## src/rtl/alu_ctrl_mc_if.sv

```systemverilog
`default_nettype none
// ============================================================================
// Module  : alu_ctrl_mc_if
// Brief   : Execute-stage ALU control bus: decode inputs, operands, md results
// Revision: 1.0 - initial release
// ============================================================================
interface alu_ctrl_mc_if #(
   parameter int WIDTH = 32
) ();
   logic [3:0]       ALUOp;
   logic [5:0]       funct;
   logic             start;
   logic [WIDTH-1:0] srcA;
   logic [WIDTH-1:0] srcB;
   logic [3:0]       aluCtrl;
   logic             stall;
   logic [WIDTH-1:0] mdResult;
   logic             mdDone;
   logic             divByZero;

   modport master (
      output ALUOp, funct, start, srcA, srcB,
      input  aluCtrl, stall, mdResult, mdDone, divByZero
   );

   modport slave (
      input  ALUOp, funct, start, srcA, srcB,
      output aluCtrl, stall, mdResult, mdDone, divByZero
   );
endinterface
`default_nettype wire

```

## src/rtl/alu_ctrl_mc.sv

```systemverilog
`default_nettype none
// ============================================================================
// Module  : alu_ctrl_mc
// Brief   : ALU op decode plus iterative unsigned mul/div/mod with pipeline stall
// Revision: 1.0 - initial release
// ============================================================================
module alu_ctrl_mc #(
   parameter int WIDTH = 32,
   parameter int CW    = 6
) (
   input wire          clk,
   input wire          rst,
   alu_ctrl_mc_if.slave bus
);

   localparam logic [1:0]    C_OP_MUL = 2'b01;
   localparam logic [1:0]    C_OP_DIV = 2'b10;
   localparam logic [CW-1:0] C_LAST   = CW'(WIDTH - 1);

   typedef enum logic [1:0] {
      S_IDLE = 2'd0,
      S_RUN  = 2'd1,
      S_DONE = 2'd2
   } state_t;

   state_t           r_state;
   logic [CW-1:0]    r_cnt;
   logic [1:0]       r_op;
   logic [WIDTH-1:0] r_acc;
   logic [WIDTH-1:0] r_x;
   logic [WIDTH-1:0] r_y;
   logic [WIDTH-1:0] r_result;
   logic             r_done;
   logic             r_dbz;

   logic [3:0]       w_ctrl;
   logic             w_is_md;
   logic [WIDTH:0]   w_trial;
   logic [WIDTH-1:0] w_diff;
   logic             w_fits;
   logic [WIDTH-1:0] w_acc_nxt;
   logic [WIDTH-1:0] w_x_nxt;
   logic [WIDTH-1:0] w_y_nxt;
   logic [WIDTH-1:0] w_res_nxt;

   always_comb begin
      w_ctrl = 4'd0;
      case (bus.ALUOp)
         4'd0: begin
            case (bus.funct)
               6'b100000: w_ctrl = 4'd0;
               6'b100010: w_ctrl = 4'd1;
               6'b100100: w_ctrl = 4'd2;
               6'b100101: w_ctrl = 4'd3;
               6'b100110: w_ctrl = 4'd4;
               6'b000000: w_ctrl = 4'd5;
               6'b000010: w_ctrl = 4'd6;
               6'b011000: w_ctrl = 4'd13;
               6'b011010: w_ctrl = 4'd14;
               6'b011011: w_ctrl = 4'd15;
               default:   w_ctrl = 4'd0;
            endcase
         end
         4'd1:    w_ctrl = 4'd0;
         4'd2:    w_ctrl = 4'd2;
         4'd3:    w_ctrl = 4'd3;
         4'd4:    w_ctrl = 4'd7;
         4'd5:    w_ctrl = 4'd8;
         4'd6:    w_ctrl = 4'd9;
         4'd7:    w_ctrl = 4'd10;
         4'd8:    w_ctrl = 4'd11;
         4'd9:    w_ctrl = 4'd12;
         4'd10:   w_ctrl = 4'd13;
         4'd11:   w_ctrl = 4'd14;
         4'd12:   w_ctrl = 4'd15;
         default: w_ctrl = 4'd0;
      endcase
   end

   assign w_is_md = (w_ctrl >= 4'd13);

   // Restoring-divide step: shift next dividend bit into the partial remainder.
   // A successful trial leaves a remainder below the divisor, so WIDTH bits suffice.
   assign w_trial = {r_acc, r_x[WIDTH-1]};
   assign w_fits  = (w_trial >= {1'b0, r_y});
   assign w_diff  = w_trial[WIDTH-1:0] - r_y;

   always_comb begin
      w_acc_nxt = r_acc;
      w_x_nxt   = r_x;
      w_y_nxt   = r_y;
      w_res_nxt = r_acc;
      if (r_op == C_OP_MUL) begin
         w_acc_nxt = r_y[0] ? (r_acc + r_x) : r_acc;
         w_x_nxt   = {r_x[WIDTH-2:0], 1'b0};
         w_y_nxt   = {1'b0, r_y[WIDTH-1:1]};
         w_res_nxt = w_acc_nxt;
      end else begin
         w_acc_nxt = w_fits ? w_diff : w_trial[WIDTH-1:0];
         w_x_nxt   = {r_x[WIDTH-2:0], w_fits};
         w_y_nxt   = r_y;
         w_res_nxt = (r_op == C_OP_DIV) ? w_x_nxt : w_acc_nxt;
      end
   end

   always_ff @(posedge clk or posedge rst) begin
      if (rst) begin
         r_state  <= S_IDLE;
         r_cnt    <= '0;
         r_op     <= '0;
         r_acc    <= '0;
         r_x      <= '0;
         r_y      <= '0;
         r_result <= '0;
         r_done   <= 1'b0;
         r_dbz    <= 1'b0;
      end else begin
         r_done <= 1'b0;
         case (r_state)
            S_IDLE: begin
               if (bus.start && w_is_md) begin
                  r_op    <= w_ctrl[1:0];
                  r_x     <= bus.srcA;
                  r_y     <= bus.srcB;
                  r_acc   <= '0;
                  r_cnt   <= '0;
                  r_state <= S_RUN;
               end
            end
            S_RUN: begin
               r_acc <= w_acc_nxt;
               r_x   <= w_x_nxt;
               r_y   <= w_y_nxt;
               r_cnt <= r_cnt + CW'(1);
               if (r_cnt == C_LAST) begin
                  r_result <= w_res_nxt;
                  r_dbz    <= (r_op != C_OP_MUL) && (r_y == '0);
                  r_done   <= 1'b1;
                  r_state  <= S_DONE;
               end
            end
            // The instruction retires here, so a held start is not relaunched.
            S_DONE:  r_state <= S_IDLE;
            default: r_state <= S_IDLE;
         endcase
      end
   end

   assign bus.aluCtrl   = w_ctrl;
   assign bus.stall     = (r_state == S_RUN) ||
                          ((r_state == S_IDLE) && bus.start && w_is_md);
   assign bus.mdResult  = r_result;
   assign bus.mdDone    = r_done;
   assign bus.divByZero = r_dbz;

endmodule
`default_nettype wire

```

## src/flat_wrapper.sv

```systemverilog
// flat-port wrapper written by rule: the top's interface ports become plain ports
module alu_ctrl_mc_flat 
#(
   parameter int WIDTH = 32,
   parameter int CW    = 6
)
  (clk, rst, bus_ALUOp, bus_funct, bus_start, bus_srcA, bus_srcB, bus_aluCtrl, bus_stall, bus_mdResult, bus_mdDone, bus_divByZero);
  alu_ctrl_mc_if #(.WIDTH(WIDTH)) bus_i ();
  input wire clk;
  input wire rst;
  input wire logic [$bits(bus_i.ALUOp)-1:0] bus_ALUOp;
  input wire logic [$bits(bus_i.funct)-1:0] bus_funct;
  input wire logic [$bits(bus_i.start)-1:0] bus_start;
  input wire logic [$bits(bus_i.srcA)-1:0] bus_srcA;
  input wire logic [$bits(bus_i.srcB)-1:0] bus_srcB;
  output wire logic [$bits(bus_i.aluCtrl)-1:0] bus_aluCtrl;
  output wire logic [$bits(bus_i.stall)-1:0] bus_stall;
  output wire logic [$bits(bus_i.mdResult)-1:0] bus_mdResult;
  output wire logic [$bits(bus_i.mdDone)-1:0] bus_mdDone;
  output wire logic [$bits(bus_i.divByZero)-1:0] bus_divByZero;
  assign bus_i.ALUOp = bus_ALUOp;
  assign bus_i.funct = bus_funct;
  assign bus_i.start = bus_start;
  assign bus_i.srcA = bus_srcA;
  assign bus_i.srcB = bus_srcB;
  assign bus_aluCtrl = bus_i.aluCtrl;
  assign bus_stall = bus_i.stall;
  assign bus_mdResult = bus_i.mdResult;
  assign bus_mdDone = bus_i.mdDone;
  assign bus_divByZero = bus_i.divByZero;
  alu_ctrl_mc #(.WIDTH(WIDTH), .CW(CW)) u_core (.clk(clk), .rst(rst), .bus(bus_i));
endmodule
```

## config.mk

```make
export PLATFORM = sky130hd
export DESIGN_NAME = alu_ctrl_mc_flat
export DESIGN_NICKNAME = d
export VERILOG_FILES = /design/src/rtl/alu_ctrl_mc_if.sv /design/src/rtl/alu_ctrl_mc.sv /design/src/flat_wrapper.sv
export SDC_FILE = /design/constraint.sdc
export NUM_CORES = 1
export LEC_CHECK = 0
export ABC_AREA = 1
export ABC_CLOCK_PERIOD_IN_PS = 5450
export CAP_MARGIN = 20
export CORE_AREA = 2 2 154 141
export CTS_CLUSTER_SIZE = 30
export DETAILED_ROUTE_END_ITERATION = 12
export DIE_AREA = 0 0 156 143
export PLACE_DENSITY = 0.86
export SYNTH_ARGS = -nofsm -noshare
export SYNTH_HDL_FRONTEND = slang
export SYNTH_SLANG_ARGS = --single-unit
```

## constraint.sdc

```tcl
create_clock -name clk -period 5.45 [get_ports clk]
set_clock_uncertainty 0.15 [all_clocks]
set_input_delay 1.09 -clock clk [delete_from_list [all_inputs] [get_ports clk]]
set_output_delay 1.09 -clock clk [all_outputs]
set_load 0.005 [all_outputs]
```

==> results by group <==
Status
  – Status: complete, no violations

Routing
  – Uppermost routed layer: met4
  – Vias: 13300
  – Detail Route Antenna Nets: 0
  – Avg WL per Cell: 18.4 um
  – Final wirelength: 41400 um
  – Metal1 wirelength: 17800 um
  – Initial detailed-routing violation count: 1441
  – Vias per std cell: 5.88
  – Met2 routed wirelength: 17700 um
  – Metal3 WL: 4960 um
  – # DRC: 0
  – DR pass1 iterations: 6

Min path
  – Hold Path Origin: u_core.bus.mdResult[22]$_DFFE_PP0P_
  – HP Class: reg2reg
  – Hold Crit Depth: 2

Worst setup path
  – Worst Setup SP: bus_funct[1]
  – Critical path arrival: 3.21 ns
  – CP endpoint kind: output port
  – Reg-to-Reg Start: u_core.r_acc[22]$_DFFE_PP0P_
  – Critical path required time: 4.21 ns
  – Startpoint type of the worst setup path: primary input
  – R2R depth: 15
  – Worst Path Class, Setup: in2out
  – CP max FO: 4

Pwr
  – Power share of the clock group: 11.7%
  – Psw: 6.04 mW
  – P_int: 4.36 mW
  – Pwr Density: 745 nW/um2
  – Sw Share: 58.1%
  – Combinational share of power: 70.2%
  – Flop pwr share: 18.1%
  – P_leak: 6.82 nW
  – IR Drop Worst-Case VDD: 0.000290 V

Clock network
  – Total CTS buffers: 17
  – Hold-fix buffers at CTS: 0
  – Clock Latency Late Sink: 0.45 ns
  – Root buffer cell: clkbuf_16
  – Post-CTS Resized: 0
  – TritonCTS clock tree: done
  – Register clock-pin slew on the reported worst setup and hold paths: 0.08 ns
  – Clock Tree Buf Depth: 2
  – Clock sinks: 140
  – H-tree depth: 4
  – Setup Buffers After CTS: 0

Die
  – Starting density of the core: 58.8%
  – # IOs: 116
  – Die Width: 156 um
  – Die ar.: 22300 um2
  – Die height: 143 um
  – Core area: 20600 um2
  – Std cell rows: 50

Yosys
  – EDFF count, synth: 0
  – Most instantiated cells after synthesis: nand2_1 (556), inv_1 (226), nor2_1 (218)
  – Synth Flop Type: dfrtp_1
  – Net Count, Synth: 2041
  – Cell with the most instances after synthesis: nand2_1
  – Library cells used by synthesis: 48
  – Async SR Flop Fraction: 100%
  – Yosys top cell by area: dfrtp_1
  – Synth top area share: 29.0%
  – Synth Register Bits: 140
  – Cell count after synthesis: 1898
  – Ranking of synthesized cells by area: dfrtp_1 (29%), nand2_1 (17%), inv_1 (7.0%)
  – Sequential-to-total area share from yosys stat: 29.0%
  – Syn_area_per_cell: 6.37 um2
  – YS warnings: 0
  – Synthesized area: 12100 um2

Cells and area
  – Post-route cell area: 14000 um2
  – Number of diodes: 0
  – Net count, final: 2123
  – Share of layout cells above drive strength 1: 5.52%
  – Layout Utilization: 67.8%
  – Synth-to-Final Area Change: 15.4%

GRT
  – Number of antenna violations at the first check in global routing: 0
  – Vias in the first global route: 12400
  – First-pass GRT wire length: 65600 um
  – Overall Global Routing Usage: 38.1%
  – Grt ovf: 0
  – Largest net degree at the start of global routing: 77

STA
  – Worst setup margin: 1.00 ns
  – Slew at the pin closest to its max-slew limit: 1.11 ns
  – Endpoints failing setup: 0
  – Final min period: 4.45 ns
  – Fin Hold WS: 0.332 ns
  – Fin crit share: 81.6%
  – Fmax: 225 MHz
  – Setup_tns: 0 ns
  – Rel. slew slack: 25.6%
  – Fin. Hold Viols: 0
  – RSZ-0062 raised after global routing: false
  – Max-slew violations: 0

Job
  – Max cap viols: 0

Placement
  – GPL Wtd Cong: 0.953
  – Dpl hpwl: 31100 um
  – I/O Buffers: 115
  – Placed cell area: 13400 um2
  – Pre-CTS setup slack: 1.07 ns
## per-layer routing
layer | track usage [%] | up-vias
met5 | 0 | -
met2 | 58.9 | 701
met1 | 53.8 | 6103
met3 | 9.04 | 83
li1 | - | 6367
met4 | 9.90 | 0
## state kept, by name, summed over array words and instances (netlist names)
signal,cells
u_core.bus.divByZero,1
u_core.bus.mdDone,1
u_core.bus.mdResult,32
u_core.r_acc,32
u_core.r_cnt,6
u_core.r_op,2
u_core.r_state,2
u_core.r_x,32
u_core.r_y,32
## critical path, cell delays in order
cell	delay (ns)
clkdlybuf4s50_1	0.56
inv_2	0.07
nor2_2	0.12
inv_1	0.09
o211ai_1	0.21
o21ai_1	0.13
a21oi_2	0.21
nand2_2	0.09
nand2_2	0.12
clkdlybuf4s50_1	0.52
## power groups by stage
stage / combinational [mW] / sequential, mW / clock, mW
floorplan: 5.35 / 1.65 / 0
global placement: 6.96 / 1.85 / 0
detailed placement: 7.06 / 1.86 / 0
CTS: 7.11 / 1.84 / 1.22
global route: 8.18 / 1.90 / 1.25
finish: 7.30 / 1.88 / 1.21
## through the flow
step | power, mW | cells
after floorplan | 7.00 | 1898
after global placement | 8.81 | 2221
after detailed placement | 8.92 | 2221
after CTS | 10.2 | 2253
after global routing | 11.3 | 2253
final | 10.4 | 2253
## cell usage in the layout (no fill, tap or decap), types with 28 or more instances in the layout
cell type          n
o211ai_1          39
a21oi_1          102
o21ai_1           30
nand3_1          148
dfrtp_1          140
o21ai_0           99
ha_1              64
clkdlybuf4s50_1  115
nor3_1            28
nand2_1          556
inv_1            224
nor2_1           216
## kinds of logic (layout without fill, tap and decap cells)
| family | after synthesis | in the layout | synth area share, % |
|---|---|---|---|
| xor+xnor | 24 | 24 | 1.74 |
| fa+ha+maj | 66 | 66 | 6.95 |
| simple gates | 1027 | 1027 | 35.5 |
| buf+inv | 300 | 395 | 10.0 |
| flops | 140 | 140 | 29.0 |
| compound gates | 341 | 341 | 16.8 |
## worst paths after layout
check | to | slack, ns
worst max-delay path | bus_stall | 1.00
worst min-delay path | u_core.bus.mdResult[22]$_DFFE_PP0P_ | 0.33
worst max register to register | u_core.r_acc[21]$_DFFE_PP0P_ | 1.79
worst min register to register | u_core.bus.mdResult[22]$_DFFE_PP0P_ | 0.33
max in group asynchronous | u_core.bus.mdResult[14]$_DFFE_PP0P_ | 3.16
min in group asynchronous | u_core.r_x[8]$_DFFE_PP0P_ | 1.00
## layout make-up
| type | instances | area (um2) |
|---|---|---|
| clock buffers | 17 | 425 |
| clock inverters | 15 | 170 |
| fillers | 1818 | 6620 |
| inverters | 235 | 888 |
| multi-input cells | 1458 | 7400 |
| flip-flops and latches | 140 | 3500 |
| well taps | 260 | 325 |
| repair buffers | 128 | 1250 |
(Power assumes the default switching activity.)
==> RTL edit, RTL diff (same flow settings) <==
Make the reset (`rst`) synchronous in one clocked block.
--- a/src/rtl/alu_ctrl_mc.sv
+++ b/src/rtl/alu_ctrl_mc.sv
@@ -105,3 +105,3 @@
 
-   always_ff @(posedge clk or posedge rst) begin
+   always_ff @(posedge clk) begin
       if (rst) begin
Formal check against the unedited RTL: differs if rst is asserted again (counterexample within 4 cycles, from zero or initial values and one cycle with rst high); with rst held inactive, the same outputs for 10 cycles.
==> RTL edit against the unedited design <==
  * Maximum frequency is 2.9% higher
  * Area after synthesis grew 2.9%
  * Design area up 2.0%
  * Wire length down 0.52%
  * Synthesized cell count rose by 11%
  * Sequential cell count unchanged
  * Worst setup slack better by 0.13 ns
  * Power down 37%
  * Critical endpoint unchanged
==> RTL edit: results (changes against the unedited design) <==
Run status
  • Outcome: finished clean (unchanged)

Finish
  • Non-clk bufs: 130 (was 128)
  • Inverters: 298 (was 235)
  • Ant diodes: 1 (was 0)
  • Multi-In Gates: 1596 (was 1458)
  • Layout cells sized above 1: 0.0697 (was 0.0552)
  • Clock Buffer Count: 18 (was 17)
  • Data buffer area share: 0.0885 (was 0.0895)
  • Filler cells: 1909 (was 1818)
  • Clock-cell share: 0.0436 (was 0.0427)
  • Area of the multi-input gates: 0.00811 mm^2 (was 0.00740 mm^2)

Synthesis
  • Sequential-to-total area share from yosys stat: 0.225 (was 0.290)
  • Dominant synthesized flop cell: dfxtp_1 (was dfrtp_1)
  • Async SR Flop Fraction: 0 (was 1.00)
  • Distinct cells, synth: 47 (was 48)
  • Area contributors post-synth: dfxtp_1 (23%), nand2_1 (20%), inv_1 (8.8%) (was dfrtp_1 (29%), nand2_1 (17%), inv_1 (7.0%))
  • Syn nets: 2256 (was 2041)

Setup path
  • Worst Setup SP: bus_funct[3] (was bus_funct[1])
  • R2r setup slk: 2.12 ns (was 1.79 ns)
  • FF-to-FF End: u_core.r_acc[7] (was u_core.r_acc[21])
  • Reg2reg start: u_core.r_acc[7] (was u_core.r_acc[22])
  • CP Max Fanout: 3 (was 4)

Routing
  • DR iter-0 viols: 1431 (was 1441)
  • Via Count: 14100 (was 13300)

Global route
  • Vias in the first global route: 13000 (was 12400)
  • Largest net degree at the start of global routing: 94 (was 77)
  • First-pass GRT wire length: 66000 um (was 65600 um)

Power and ir drop
  • Internal Pwr Total: 0.00314 W (was 0.00436 W)
  • VDD IR max: 0.000533 V (was 0.000290 V)
  • Leak: 6.75 nW (was 6.82 nW)

Placed design
  • DP HPWL: 30500 um (was 31100 um)
  • Gp weighted congestion: 0.989 (was 0.953)

Timing
  • Slew at the pin closest to its max-slew limit: 1.14 ns (was 1.11 ns)
## RTL edit: changes by cell type in the layout (fill, tap and decap cells not counted), sizes merged, moves of 22 or more
cell	unedited run	this run
dfxtp	0	140
o211ai	47	10
inv	244	302
o21ai	130	152
dfrtp	140	0
a21oi	105	166
nor3b	1	31
nand2	560	674
## RTL edit: cell families (layout without fill, tap and decap cells)
| family | after synthesis | after routing | share of synthesized area |
|---|---|---|---|
| and+or+nand+nor | 1127 | 1127 | 0.399 |
| AOI/OAI and AO/OA | 380 | 380 | 0.169 |
| buffers and inverters | 377 | 460 | 0.124 |
| DFF | 140 | 140 | 0.225 |
| adders and majority gates | 66 | 66 | 0.0676 |
| xor gates and xnor gates | 23 | 23 | 0.0162 |
| other | 0 | 1 | 0 |
## RTL edit: power groups by stage
stage / logic (W) / clock network, W / registers, W
6_report: 0.00408 / 0.00127 / 0.00122
5_1_grt: 0.00460 / 0.00132 / 0.00123
4_1_cts: 0.00399 / 0.00127 / 0.00122
3_5_place_dp: 0.00395 / 0 / 0.00124
3_3_place_gp: 0.00387 / 0 / 0.00124
2_1_floorplan: 0.00310 / 0 / 0.00119
## RTL edit: critical path, cell delays in order
cell and delay, ns:
clkdlybuf4s50_1 0.51, inv_1 0.07, nor2_2 0.14, o211ai_2 0.13
o31ai_2 0.26, nand2_2 0.12, nor2_4 0.13, nand2_4 0.08
nand2_4 0.06, clkdlybuf4s50_1 0.49
## RTL edit: routing by layer
| layer | up-vias | global-route usage | routed length, um |
|---|---|---|---|
| met4 | 0 | 0.166 | 1830 |
| met2 | 668 | 0.622 | 18800 |
| li1 | 6929 | - | - |
| met5 | - | 0 | 0 |
| met3 | 148 | 0.0677 | 3390 |
| met1 | 6325 | 0.478 | 17100 |
## RTL edit: worst min path at each step
stage,start,endpoint,slack [ns],depth (start not counted)
floorplan,u_core.r_cnt[5],u_core.r_cnt[5],0.28,1
global placement,u_core.r_cnt[4],u_core.r_cnt[4],0.30,2
detailed placement,u_core.r_cnt[4],u_core.r_cnt[4],0.30,2
CTS,u_core.r_cnt[4],u_core.r_cnt[4],0.31,2
global route,u_core.r_cnt[5],u_core.r_cnt[5],0.34,1
finish,u_core.r_cnt[4],u_core.r_cnt[4],0.31,2
## RTL edit: stage by stage
stage	std cells	instance area [um^2]	util	setup slack, ns	hold slack (ns)
3_3_place_gp	2424	13600	0.662	1.24	0.301
6_report	2457	14200	0.692	1.13	0.312
5_1_grt	2456	14200	0.692	0.976	0.335
4_1_cts	2456	14200	0.692	1.13	0.315
2_1_floorplan	2113	12400	-	2.01	0.278
3_5_place_dp	2424	13600	0.662	1.13	0.304
